**src/rtl/input_controller.sv**
```systemverilog
`default_nettype none
// ============================================================================
// Module   : input_controller
// Purpose  : Operator input handshake. It synchronizes and debounces the enter
//            pushbutton, then captures the switch word into dataIN on request.
// Option   : INPUT_SIGN_EXTEND_EN sign-extends switches[14] into dataIN[31:15].
//            Without it, those bits are zero-filled.
// Revision : 1.0 - initial release
// ============================================================================
module input_controller #(
  parameter int DEBOUNCE_CYCLES = 500000
) (
  input  logic        clock,
  input  logic        reset,
  input  logic        enter,
  input  logic [14:0] switches,
  input  logic        request,
  output logic [31:0] dataIN,
  output logic        ready,
  output logic        waiting
);

  localparam int               CNT_W   = $clog2(DEBOUNCE_CYCLES);
  localparam logic [CNT_W-1:0] CNT_MAX = CNT_W'(DEBOUNCE_CYCLES - 1);

  typedef enum logic [1:0] {IDLE, ARMED, RELEASE, DONE} state_t;

  state_t           state;
  state_t           state_next;
  logic             sync1;
  logic             sync2;
  logic             db_level;
  logic             db_level_prev;
  logic [CNT_W-1:0] db_cnt;
  logic             press_evt;
  logic             capture;
  logic [31:0]      ext_word;

`ifdef INPUT_SIGN_EXTEND_EN
  assign ext_word = {{17{switches[14]}}, switches};
`else
  assign ext_word = {17'd0, switches};
`endif

  // Both synchronizer stages and the debounced level reset to released (1).
  always_ff @(posedge clock or posedge reset) begin
    if (reset) begin
      sync1 <= 1'b1;
      sync2 <= 1'b1;
    end else begin
      sync1 <= enter;
      sync2 <= sync1;
    end
  end

  // The counter only runs while a level change is pending. A glitch that
  // returns to the debounced level clears the counter before it can finish.
  always_ff @(posedge clock or posedge reset) begin
    if (reset) begin
      db_level      <= 1'b1;
      db_level_prev <= 1'b1;
      db_cnt        <= '0;
    end else begin
      db_level_prev <= db_level;
      if (sync2 == db_level) begin
        db_cnt <= '0;
      end else if (db_cnt == CNT_MAX) begin
        db_level <= sync2;
        db_cnt   <= '0;
      end else begin
        db_cnt <= db_cnt + 1'b1;
      end
    end
  end

  assign press_evt = db_level_prev & ~db_level;

  always_ff @(posedge clock or posedge reset) begin
    if (reset) begin
      state  <= IDLE;
      dataIN <= '0;
    end else begin
      state <= state_next;
      if (capture) begin
        dataIN <= ext_word;
      end
    end
  end

  always_comb begin
    state_next = state;
    capture    = 1'b0;
    ready      = 1'b0;
    waiting    = 1'b0;
    case (state)
      IDLE: begin
        if (request) begin
          state_next = ARMED;
        end
      end
      ARMED: begin
        waiting = 1'b1;
        if (press_evt) begin
          capture    = 1'b1;
          state_next = RELEASE;
        end
      end
      RELEASE: begin
        if (db_level) begin
          state_next = DONE;
        end
      end
      DONE: begin
        ready      = 1'b1;
        state_next = IDLE;
      end
      default: state_next = IDLE;
    endcase
  end

endmodule
`default_nettype wire
```
**config.mk**
```make
export PLATFORM = sky130hd
export DESIGN_NAME = input_controller
export DESIGN_NICKNAME = d
export VERILOG_FILES = /design/src/rtl/input_controller.sv
export SDC_FILE = /design/constraint.sdc
export NUM_CORES = 1
export LEC_CHECK = 0
export BUFFER_PORTS_ARGS = -buffer_cell sky130_fd_sc_hd__buf_2
export CAP_MARGIN = 20
export CORE_ASPECT_RATIO = 0.7
export CORE_MARGIN = 4
export CORE_UTILIZATION = 50
export DETAILED_ROUTE_END_ITERATION = 8
export GPL_TIMING_DRIVEN = 0
export MAX_ROUTING_LAYER = met4
export PLACE_DENSITY = 0.77
export SLEW_MARGIN = 10
export SYNTH_ARGS = -nofsm -noshare
export SYNTH_HDL_FRONTEND = slang
export SYNTH_SLANG_ARGS = --single-unit
```
**constraint.sdc**
```tcl
create_clock -name clock -period 2.67 [get_ports clock]
set_input_delay 0.1335 -clock clock [delete_from_list [all_inputs] [get_ports clock]]
set_output_delay 0.1335 -clock clock [all_outputs]
set_load 0.01 [all_outputs]
```
==> impl_metrics.env <==
export IMPL_grt_antenna_before_repair=0
export IMPL_slew_headroom_pct=46.5
export IMPL_areaGrowthSynthToFinish_pct=21.8
export IMPL_finalCritPeriodShare_pct=85.3
export IMPL_avgSynthCellArea_sq_um=11.2
export IMPL_die_h_um=60.2
export IMPL_fin_skew_ns=0.00670
export IMPL_crit_fanout=10
export IMPL_tightest_slew_ns=0.802
export IMPL_reg2reg_from="db_cnt[11]"
export IMPL_hold_class="in2async"
export IMPL_mostFrequentLayoutCells="36 x dfrtp_1, 35 x buf_2, 17 x mux2_2, 17 x buf_4, 17 x conb_1"
export IMPL_holdWs_ns=-0.0127
export IMPL_grt_pass1_wl_um=6060
export IMPL_fillers=287
export IMPL_gp_routability_congestion=0.853
export IMPL_grt_pass1_vias=1343
export IMPL_slowest_delay_ns=0.61
export IMPL_syn_area_sq_um=1940
export IMPL_power_density_nw_per_um2=594
export IMPL_crit_slowest_cell="o21ai_1"
export IMPL_synth_top_area_share_pct=46.3
export IMPL_row_count=18
export IMPL_syn_inst=174
export IMPL_worst_r2r_setup_slack_ns=0.39
export IMPL_cp_required_ns=2.84
export IMPL_slew_violations=0
export IMPL_place_hpwl_um=2750
export IMPL_synth_cell_types=33
export IMPL_cts_tree="done"
export IMPL_layout_commonest_cell="dfrtp_1"
export IMPL_violations="negative hold slack"
export IMPL_setup_viol=0
export IMPL_cts_buffers=5
export IMPL_crit_start="db_cnt[11]"
export IMPL_fin_setup_tns_ns=0
export IMPL_grt_max_degree=41
export IMPL_port_buffers=35
export IMPL_reg2reg_depth=6
export IMPL_crit_path_start_kind="flip-flop"
export IMPL_ant_nets=0
export IMPL_final_util_pct=65.3
export IMPL_vdd_ir_drop_max_uv=426
export IMPL_outcome="finished, violations left"
export IMPL_clockRootBuffer="clkbuf_8"
export IMPL_fp_coreArea_sq_um=3630
export IMPL_num_antenna_cells=0
export IMPL_clockBufferDepth=2
export IMPL_clock_latency_ns=0.29
export IMPL_worstPathArrival_ns=2.44
export IMPL_critPathKind="reg2reg"
export IMPL_leakage_nw=1.12
export IMPL_drtPass1Iterations=4
export IMPL_wl_per_cell_um=12.9
export IMPL_reg2reg_to="db_cnt[7]"
export IMPL_max_cap_viol_count=0
export IMPL_final_nets=258
export IMPL_htree_levels=2
export IMPL_synth_top_cell_by_area="dfrtp_1"
export IMPL_finalHoldViolations=12
export IMPL_synthTopCellsByArea="dfrtp_1 46%, mux2_2 9.8%, buf_4 6.6%"
export IMPL_ys_seq_area_share_pct=51.7
export IMPL_cp_cell_sequence="clkbuf_1 > nor4b_1 > nand4_1 > o21ai_1 > clkbuf_1 > nor2_1"
export IMPL_wirelength_um=3670
export IMPL_finalPower_mw=1.41
export IMPL_overflow=0
export IMPL_endpoint="db_cnt[7]"
export IMPL_die_area_sq_um=4970
export IMPL_viasPerCell=4.97
export IMPL_cp_end_kind="flip-flop"
export IMPL_drtIter0Drc=87
export IMPL_pin_count=53
export IMPL_post_cts_buffers=0
export IMPL_vias=1411
export IMPL_drive_gt1_share_pct=37.6
export IMPL_die_w_um=82.5
export IMPL_grtUsageTotal_pct=16.9
export IMPL_period_needed_ns=2.28
export IMPL_synth_seq_cells=40
export IMPL_path_common_cell="clkbuf_1"
export IMPL_start_util_pct=53.6
export IMPL_cts_hold_buf=1
export IMPL_ys_warn_count=0
export IMPL_grt_setup_unrepaired="no"
export IMPL_clock_sinks=40
export IMPL_drcViolationCount=0
export IMPL_ctsResizeCount=0
export IMPL_fmax_mhz=439
export IMPL_path_clk_slew_ns=0.08
## Yosys cell counts
library cell and instances:
dfrtp_1 36, buf_4 17, mux2_2 17, nor2_1 15, nand3_1 8, a21oi_1 7, inv_1 7, xor2_1 7
ha_1 6, nand2_1 6, nand4_1 5, xnor2_1 5, dfstp_2 4, o21ai_0 4, and3_1 3, clkbuf_1 3
nor4_1 3, or4_1 3, nand3_2 2, o31ai_1 2, or3_2 2, a22o_1 1, and3b_1 1, and4_1 1
and4_2 1, clkbuf_2 1, conb_1 1, nand2b_1 1, nor3_1 1, nor4b_1 1, o21ai_1 1, o32a_1 1
or3_1 1
## logic make-up after synthesis
| kind of cell | Yosys count | synth area share, % |
|---|---|---|
| flip-flops | 40 | 51.7 |
| AO/OA/AOI/OAI | 16 | 4.83 |
| other | 1 | 0.193 |
| multiplexers | 17 | 9.85 |
| adder cells (fa/ha/maj) | 6 | 3.86 |
| buffers and inverters | 28 | 8.75 |
| AND/OR/NAND/NOR | 54 | 15.4 |
| XOR/XNOR | 12 | 5.41 |
## through the flow
step	setup slack (ns)	hold slack (ns)	std cells	instance area [sq um]
5_1_grt	0.0565	0.0496	284	2370
2_1_floorplan	0.823	0.138	190	2000
4_1_cts	0.396	0.0154	284	2370
6_report	0.391	-0.0127	284	2370
3_5_place_dp	0.400	0.248	275	2240
3_3_place_gp	0.416	0.248	275	2240
## sequential cells by signal, summed over array words and instances, names as in the netlist
signal and flops:
sync2 1, db_cnt 19, db_level_prev 1, dataIN 15, state 2, sync1 1, db_level 1
## final cells by class
cell class / count / area [sq um] / area share, %
Sequential cell: 40 / 1010 / 42.5
Multi-Input combinational cell: 122 / 828 / 35.0
Timing Repair Buffer: 36 / 185 / 7.82
Buffer: 21 / 144 / 6.08
Clock buffer: 5 / 68.8 / 2.91
Tap cell: 50 / 62.6 / 2.64
Clock inverter: 3 / 47.5 / 2.01
Inverter: 7 / 26.3 / 1.11
## report_power, final
| group | total (mW) | internal (mW) | switching, mW |
|---|---|---|---|
| combinational | 0.239 | 0.116 | 0.123 |
| sequential | 0.669 | 0.641 | 0.0275 |
| clock | 0.498 | 0.281 | 0.217 |
## per-layer routing
layer / track usage, % / part of all wire (%)
met1: 22.1 / 47
met2: 25.3 / 46
met3: 4.67 / 6.2
met4: 5.59 / 0.84
met5: - / 0
## worst min path at each step
stage	from	end	slack (ns)
after floorplan	enter	sync1	0.14
after global placement	enter	sync1	0.25
final	reset	db_cnt[2]	-0.01
after global routing	reset	db_cnt[3]	0.05
after CTS	reset	db_cnt[1]	0.02
after detailed placement	enter	sync1	0.25
## critical path, delay by kind of cell, from the launching register on
kind	cells	cell delay, ns
buffers and inverters	2	0.59
flip-flops	1	0.36
AO/OA/AOI/OAI	1	0.61
AND/OR/NAND/NOR	3	0.59
Power figures use the tool's default switching activity.
